===== src/rtl/adder_share_pkg.sv =====
// adder_share_pkg
// Shared definitions for the shared-adder sequencing controller:
//   - state_t   : controller FSM encoding (IDLE/ADD/HOLD)
//   - N_REQ_DEF : default requester count
//   - W_DEF     : default operand width
//   - clog2()   : ID width helper (never returns less than 1)
package adder_share_pkg;

    typedef enum logic [1:0] {
        IDLE = 2'd0,
        ADD  = 2'd1,
        HOLD = 2'd2
    } state_t;

    localparam int N_REQ_DEF = 4;
    localparam int W_DEF     = 20;

    // Width needed to index n requesters; a single-bit ID is kept even for
    // n <= 2 so port widths never collapse to zero.
    function automatic int clog2(input int n);
        int r;
        r = 0;
        for (int k = 0; k < 32; k++) begin
            if ((1 << r) < n) r = r + 1;
        end
        return (r < 1) ? 1 : r;
    endfunction

endpackage


===== src/rtl/adder_share_arb.sv =====
// adder_share_arb
// Combinational grant selection for the shared adder.
//   req_valid : per-requester pending request
//   ptr       : index of the last granted requester (round-robin build only)
//   gnt       : one-hot grant (all zero when nothing is pending)
//   gnt_idx   : binary index of the granted requester
//   gnt_any   : at least one request pending
// Build option ADDER_SHARE_RR_EN: defined -> round-robin starting at ptr+1,
// undefined -> fixed priority with the lowest index winning.
module adder_share_arb
    import adder_share_pkg::*;
#(
    parameter int N_REQ = N_REQ_DEF,
    parameter int IDW   = clog2(N_REQ_DEF)
) (
    input  logic [N_REQ-1:0] req_valid,
`ifdef ADDER_SHARE_RR_EN
    input  logic [IDW-1:0]   ptr,
`endif
    output logic [N_REQ-1:0] gnt,
    output logic [IDW-1:0]   gnt_idx,
    output logic             gnt_any
);

    always_comb begin
        gnt     = '0;
        gnt_idx = '0;
        gnt_any = 1'b0;
`ifdef ADDER_SHARE_RR_EN
        // Walk N_REQ slots starting just after the last winner; offset N_REQ
        // lands back on ptr itself so a lone repeat requester still wins.
        for (int off = 1; off <= N_REQ; off++) begin
            if (!gnt_any && req_valid[(int'(ptr) + off) % N_REQ]) begin
                gnt[(int'(ptr) + off) % N_REQ] = 1'b1;
                gnt_idx = IDW'((int'(ptr) + off) % N_REQ);
                gnt_any = 1'b1;
            end
        end
`else
        for (int i = 0; i < N_REQ; i++) begin
            if (!gnt_any && req_valid[i]) begin
                gnt[i]  = 1'b1;
                gnt_idx = IDW'(i);
                gnt_any = 1'b1;
            end
        end
`endif
    end

endmodule


===== src/rtl/adder_share_ctrl.sv =====
// adder_share_ctrl
// Shares one W-bit adder among N_REQ requesters. A pending request is
// accepted in IDLE (one-hot req_ready), its operands and ID are captured,
// the W+1-bit sum is registered in ADD, and HOLD presents it until the
// consumer handshakes. One result per three cycles at best.
//   clk, rst_n          : clock, asynchronous active-low reset
//   req_valid[N_REQ]    : request pending per requester
//   req_in1/req_in2     : operands, requester i in bits [i*W +: W]
//   req_ready[N_REQ]    : one-hot accept strobe (IDLE only)
//   res_valid/res_ready : result handshake
//   res_data[W+1]       : in1+in2 of the granted request, carry in MSB
//   res_id              : requester that produced res_data
// Build option ADDER_SHARE_RR_EN: round-robin grant with a last-winner
// pointer; without it, fixed lowest-index priority and no pointer register.
module adder_share_ctrl
    import adder_share_pkg::*;
#(
    parameter  int N_REQ = N_REQ_DEF,
    parameter  int W     = W_DEF,
    localparam int IDW   = clog2(N_REQ)
) (
    input  logic               clk,
    input  logic               rst_n,
    input  logic [N_REQ-1:0]   req_valid,
    input  logic [N_REQ*W-1:0] req_in1,
    input  logic [N_REQ*W-1:0] req_in2,
    output logic [N_REQ-1:0]   req_ready,
    output logic               res_valid,
    output logic [W:0]         res_data,
    output logic [IDW-1:0]     res_id,
    input  logic               res_ready
);

    typedef struct packed {
        logic [W-1:0]   op1;
        logic [W-1:0]   op2;
        logic [IDW-1:0] id;
    } cap_t;

    state_t           state_q, state_d;
    logic [N_REQ-1:0] gnt;
    logic [IDW-1:0]   gnt_idx;
    logic             gnt_any;
    logic             accept;
    logic [W-1:0]     sel_op1, sel_op2;
    cap_t             cap;

`ifdef ADDER_SHARE_RR_EN
    logic [IDW-1:0]   rr_ptr;

    // Reset to N_REQ-1 so the first search starts at requester 0.
    always_ff @(posedge clk or negedge rst_n) begin
        if (!rst_n)      rr_ptr <= IDW'(N_REQ - 1);
        else if (accept) rr_ptr <= gnt_idx;
    end
`endif

    adder_share_arb #(
        .N_REQ (N_REQ),
        .IDW   (IDW)
    ) u_arb (
        .req_valid (req_valid),
`ifdef ADDER_SHARE_RR_EN
        .ptr       (rr_ptr),
`endif
        .gnt       (gnt),
        .gnt_idx   (gnt_idx),
        .gnt_any   (gnt_any)
    );

    // One-hot operand mux driven by the grant vector.
    always_comb begin
        sel_op1 = '0;
        sel_op2 = '0;
        for (int i = 0; i < N_REQ; i++) begin
            if (gnt[i]) begin
                sel_op1 = req_in1[i*W +: W];
                sel_op2 = req_in2[i*W +: W];
            end
        end
    end

    always_ff @(posedge clk or negedge rst_n) begin
        if (!rst_n) state_q <= IDLE;
        else        state_q <= state_d;
    end

    // req_ready is gated by rst_n so it reads zero for the whole reset
    // window, even while requesters hold req_valid high.
    always_comb begin
        state_d   = state_q;
        req_ready = '0;
        accept    = 1'b0;
        unique case (state_q)
            IDLE: begin
                if (rst_n && gnt_any) begin
                    req_ready = gnt;
                    accept    = 1'b1;
                    state_d   = ADD;
                end
            end
            ADD:     state_d = HOLD;
            HOLD:    if (res_valid && res_ready) state_d = IDLE;
            default: state_d = IDLE;
        endcase
    end

    always_ff @(posedge clk or negedge rst_n) begin
        if (!rst_n) begin
            cap       <= '0;
            res_data  <= '0;
            res_id    <= '0;
            res_valid <= 1'b0;
        end else begin
            if (accept) cap <= '{op1: sel_op1, op2: sel_op2, id: gnt_idx};
            if (state_q == ADD) begin
                res_data  <= {1'b0, cap.op1} + {1'b0, cap.op2};
                res_id    <= cap.id;
                res_valid <= 1'b1;
            end else if (state_q == HOLD && res_valid && res_ready) begin
                res_valid <= 1'b0;
            end
        end
    end

endmodule


===== config.mk =====
export PLATFORM = sky130hd
export DESIGN_NAME = adder_share_ctrl
export DESIGN_NICKNAME = d
export VERILOG_FILES = /design/src/rtl/adder_share_pkg.sv /design/src/rtl/adder_share_arb.sv /design/src/rtl/adder_share_ctrl.sv
export SDC_FILE = /design/constraint.sdc
export NUM_CORES = 1
export LEC_CHECK = 0
export BUFFER_PORTS_ARGS = -buffer_cell sky130_fd_sc_hd__buf_4
export CAP_MARGIN = 20
export CORE_MARGIN = 3
export CORE_UTILIZATION = 47
export CTS_CLUSTER_DIAMETER = 60
export DETAILED_ROUTE_END_ITERATION = 8
export PLACE_DENSITY = 0.78
export SYNTH_ARGS = -nofsm -noshare
export SYNTH_HDL_FRONTEND = slang
export SYNTH_SLANG_ARGS = --single-unit

===== constraint.sdc =====
create_clock -name clk -period 2.7 [get_ports clk]
set_input_delay 0.135 -clock clk [delete_from_list [all_inputs] [get_ports clk]]
set_output_delay 0.135 -clock clk [all_outputs]
set_load 0.01 [all_outputs]

* Word level (Yosys, flattened, before mapping)
Cells that the tools add are included.
** Cells by class
- $add $sub $neg :: 1
- Eq/ne operators :: 4
- Muxes and demuxes :: 27
- Reduce and logical (&&, ||, !) cells :: 13
** Operator list (number)
- 2-to-1 mux 20 bit :: 8
- adder 20 x 20 -> 21 bit :: 1
- 2-to-1 mux 1 bit :: 12
- 2-to-1 mux 2 bit :: 4
- 2-to-1 mux 4 bit :: 2
- logical AND 1 bit :: 7
- case mux 2 bit (3 select lines) :: 1
- inequality test 2 bit, second input constant :: 2
- logical NOT 1 bit :: 3
- == test 2 x 1 -> 1 bit, second input constant :: 1
- == test 2 bit, second input constant :: 1
- logical NOT 2 bit :: 1
- AND reduction 2 bit :: 1
- nonzero test 2 bit :: 1
** Storage, ports and cells
- Register bits after elaboration :: 68
- Input port bits :: 167
- Output and inout port bits :: 28
- Word-level logic and storage cells :: 52

* Longest topological paths before layout
- Depth in word-level cells :: 13
- Mapped depth :: 8
- Mapped depth without buffers :: 8

* Modules after synthesis
From an unflattened synthesis, not the netlist that was laid out.
** Second synthesis, totals
- Cells, all modules :: 573
- Area, all modules :: 4679.5 sq um
** By module, submodules not included
- adder_share_ctrl :: instances 1, cells an instance 562, area an instance 4618.2 sq um, seq. area each 1701.6 sq um
- adder_share_arb :: instances 1, cells an instance 11, area an instance 61.3 sq um, seq. area each 0.0 sq um

* Worst setup path after synthesis
Ideal clock, no wire load.
- Path kind :: register to register
- Start point :: reg cap[2] (netlist name)
- End point :: reg res_data[18]
- Setup time :: 80 ps
- Arrival :: 2087 ps
- Data required time :: 2620 ps
- Setup slack :: 533 ps
- Stages on the path, launching flop included :: 9
- Buffers on the path :: 0
- Period minus slack after synthesis :: 2167 ps
- Cells stage by stage :: dfrtp_1 > ha_1 > fa_1 > a21oi_1 > o21ai_1 > a32oi_2 > a211oi_4 > a2111o_1 > o211ai_2
** On the way
- Word-level cells in the longest chain between the ends :: 1
** Ends and longest elaborated chain
- start: declaration :: RTL line adder_share_ctrl.sv:46 : cap_t cap;
- start signal: assignment :: RTL line adder_share_ctrl.sv:115 : if (accept) cap <= '{op1: sel_op1, op2: sel_op2, id: gnt_idx};
- adder 20 x 20 -> 21 bit :: RTL line adder_share_ctrl.sv:117 : res_data <= {1'b0, cap.op1} + {1'b0, cap.op2};
- end signal: assignment :: RTL line adder_share_ctrl.sv:117
- end: declaration :: RTL line adder_share_ctrl.sv:29 : output logic [W:0] res_data,
Every way passes these cells.
A chain may end at the register's enable or synchronous reset.

* Worst setup path after layout
Ends and elaborated chain as after synthesis.

==> reports/summary.md <==
• finished, final reports clean — result of the run
• 0.157 — part of the total power dissipated in combinational logic
• 0 — number of design rule violations left after detail routing
• 11,070 µm — placed wire-length estimate after detailed placement
• 3 — depth of the CTS H-tree
• 35 — standard-cell rows
• dfrtp_1 — most frequently used flop master after synthesis
• 0.8656 — Final Wtd Congestion
• 4,845 — number of vias in the routed layout
• 22,810 µm — global-route wire length before repair
• 9 — worst-path maximum fanout
• 9328 µm² — area of the core region
• 0 — post-cts resize count
• 0.3731 — sequential share of the synthesized area
• 0.3143 ns — least setup slack across all paths after layout
• 0.456 — Flop pwr share
• 1.652 mW — internal power contribution
• 0.08 ns — clock-pin slew on the worst setup and hold paths
• 0.3236 — share of final-layout standard cells stronger than drive strength 1
• 104.5 µm — width of the die
• 6083 µm² — instance area after placement
• 194 — number of buffers inserted by port buffering
• 354.9 nW/µm² — PD cells
• 0.8836 — share of the clock period used by the worst path after layout
• 104.5 µm — Chip Height
• 9 — number of buffers inserted during clock tree synthesis
• 84 — pin count of the biggest net entering global routing
• 0 — maximum capacitance violations
• 2 — deepest clock path buffer count
• 8.001 µm² — Post-Synthesis Mean Instance Area
• 570 — cells after synthesis
• 37.78% — synth-to-layout area growth
• 14,230 µm — Routed WL
• 934 — # nets final
• dfrtp_1, o21ai_0, nand2_1 — main area contributors after synthesis
• dfrtp_1 — cell taking the most area after synthesis
• flip-flop — nature of the critical path startpoint
• 5.506 — vias per cell
• false — unrepaired setup endpoints after global routing
• 0.3772 ns — worst-case setup slack after placement
• 5 — number of detailed-route iterations in the first pass
• 0.3731 — area share of the largest cell type after synthesis
• 2.386 ns — minimum clock period
• 64 — unique cell type count in the Yosys netlist
• 0 — post-CTS setup-driven buffer insertion count
• 16.17 µm — per-cell routed wire length
• 0 — count of final setup violators
• 577.7 µW — NetSw
• 0.8607 ns — worst slew pin tran
• 0.46 ns — CP max stage delay
• 0.2585 — total global routing track utilization
• 0.009120 ns — setup clock skew after layout
• 4,565 — via count of the first global-routing pass
• 0 — number of warnings printed during yosys synthesis
• 758 — Synth Net Count
• 6284 µm² — total non-filler cell area in the finished layout
• 2.98 ns — worst path required time
• built — TritonCTS clock tree
• a2111o_1 — Slowest-stage cell, CP
• flip-flop — critical path capture point type
• 2.230 mW — overall power consumption
• 0.35 ns — worst-skew pair later-pin latency
• 304 — violation count after the first detailed-routing iteration
• reg2reg — worst setup path category
• 0.2923 mV — worst IR drop on VDD
• ha_1, fa_1, a21oi_1, o21ai_1, a32oi_2, a211oi_4, a2111o_1, o211ai_2 — critical path, cell by cell
• 4561 µm² — cell area after synthesis
• 0 — number of pins exceeding their max-slew limit in the final report
• 0 — number of antenna violations at the first check in global routing
• 0 — leftover overflow at the end of global routing
• 0 — final antenna diode count
• 0 ns — final sum of negative setup slack
• 195 — number of primary I/O pins
• 0 — CTS Hold Buffers Added
• 0.6736 — final core occ
• 0 — final count of hold timing violations
• 0.2591 — Sw Share
• 1.000 — fraction of registers with async set/reset
• 0.387 — clock network fraction of total power
• 419.2 MHz — maximum achievable frequency
• 0.4889 — initial standard-cell utilization of the core
• 0 — worst path buffer plus inverter count
• 68 — Clock Sink Count
• 0 — number of nets with antenna violations after detailed routing
• 0 — number of flops mapped to enable cells by yosys
• compound AO/OA/AOI/OAI gates — dominant delay contributor by cell family on the critical path
• 3.169 nW — P_leak
• clkbuf_8 — clock root buffer
• 10,920 µm² — area of the die
• 68 — number of synthesized register bits
• 2.66 ns — arrival time reported for the critical path endpoint
• in2async — Worst Hold Class
• 0.4262 — Max transition margin
==> stage by stage <==
stage	std cells	hold WS, ns
3_5_place_dp	864	0.4360
2_1_floorplan	570	-0.1606
6_report	880	0.02870
3_3_place_gp	864	0.4155
5_1_grt	880	0.08938
4_1_cts	880	0.05409
==> Yosys cell counts (10+ instances only) <==
cell / count
a21oi_1: 59
clkbuf_1: 32
dfrtp_1: 68
ha_1: 20
inv_1: 10
nand2_1: 84
nor2_1: 58
o21ai_0: 94
o22ai_1: 41
==> registers in the layout (all words and copies together) (netlist names) <==
signal and cells:
state_q 2, res_id 2, cap 42, res_valid 1, res_data 21
==> placed cells by master (no fill, tap or decap), types with 2 or more instances in the layout <==
| master | netlist | layout |
|---|---|---|
| buf_4 | 1 | 205 |
| o21ai_0 | 94 | 94 |
| nand2_1 | 84 | 84 |
| dfrtp_1 | 68 | 68 |
| nor2_1 | 58 | 58 |
| a21oi_1 | 59 | 58 |
| o22ai_1 | 41 | 41 |
| ha_1 | 20 | 20 |
| inv_1 | 10 | 10 |
| clkbuf_8 | 2 | 9 |
| nand3_1 | 6 | 6 |
| a21o_1 | 6 | 6 |
| o21a_1 | 6 | 6 |
| xnor2_1 | 6 | 6 |
| xor2_1 | 6 | 6 |
| nor3_1 | 5 | 5 |
| and3_1 | 4 | 4 |
| o21ai_1 | 3 | 3 |
| nand4_1 | 3 | 3 |
| and2_1 | 2 | 2 |
| nand3b_1 | 2 | 2 |
| nand2b_1 | 2 | 2 |
| a211oi_1 | 2 | 2 |
| a21oi_2 | 2 | 2 |
| mux2i_1 | 2 | 2 |
| o31ai_1 | 2 | 2 |
| o21bai_1 | 2 | 2 |
| a22oi_1 | 2 | 2 |
| clkinv_4 | 0 | 2 |
| clkinvlp_4 | 0 | 2 |
==> cells by family (layout without fill, tap and decap cells) <==
| kind of cell | Yosys count | count (layout) | share of synthesized area |
|---|---|---|---|
| adders and majority gates | 21 | 21 | 0.05926 |
| xor gates and xnor gates | 12 | 12 | 0.02305 |
| DFF | 68 | 68 | 0.3731 |
| muxes | 3 | 3 | 0.006859 |
| buffers and inverters | 51 | 232 | 0.05103 |
| AOI/OAI and AO/OA | 240 | 240 | 0.3210 |
| and+or+nand+nor | 175 | 175 | 0.1657 |
==> metal layers <==
metal / share of wire / global-route usage / vias to the layer above
met2: 0.48 / 0.4068 / 194
met3: 0.069 / 0.04904 / 15
li1: - / - / 2391
met5: 0 / 0 / -
met1: 0.44 / 0.3637 / 2245
met4: 0.013 / 0.07217 / 0
==> worst paths after layout <==
| kind | start | to | cells after the start | slack, ns |
|---|---|---|---|---|
| min reg2reg | res_id[1]$_DFFE_PN0P_ | res_id[1]$_DFFE_PN0P_ | 2 | 0.48 |
| max reg2reg | cap[2]$_DFFE_PN0P_ | res_data[18]$_DFFE_PN0P_ | 8 | 0.31 |
| min in group clk | res_ready | state_q[1]$_DFFE_PN0P_ | 4 | 0.07 |
| max | cap[2]$_DFFE_PN0P_ | res_data[18]$_DFFE_PN0P_ | 8 | 0.31 |
| max in group asynchronous | rst_n | cap[12]$_DFFE_PN0P_ | 2 | 2.12 |
| min | rst_n | state_q[1]$_DFFE_PN0P_ | 2 | 0.03 |
==> final cells by class <==
type / instances / area (µm²)
sequential: 68 / 1702
clock buffer: 9 / 123.9
tap: 129 / 161.4
clock inverter: 7 / 76.32
timing repair buffer: 205 / 1539
multi-input combinational: 451 / 2638
inverter: 11 / 43.79
fill: 822 / 3044
==> worst reg2reg max path, delay by kind of cell, from the launching register on <==
kind	cells	cell delay (ns)
flops	1	0.40
fa+ha+maj	2	0.65
compound gates	6	1.27
==> power by group through the flow <==
stage               Clock (mW)  Combinational (mW)  Sequential (mW)
floorplan                    0               0.112             1.04
global placement             0               0.346             1.04
detailed placement           0               0.352             1.04
CTS                      0.870               0.353             1.02
global route             0.930               0.389             1.02
finish                   0.862               0.351             1.02
(Power assumes the default switching activity.)
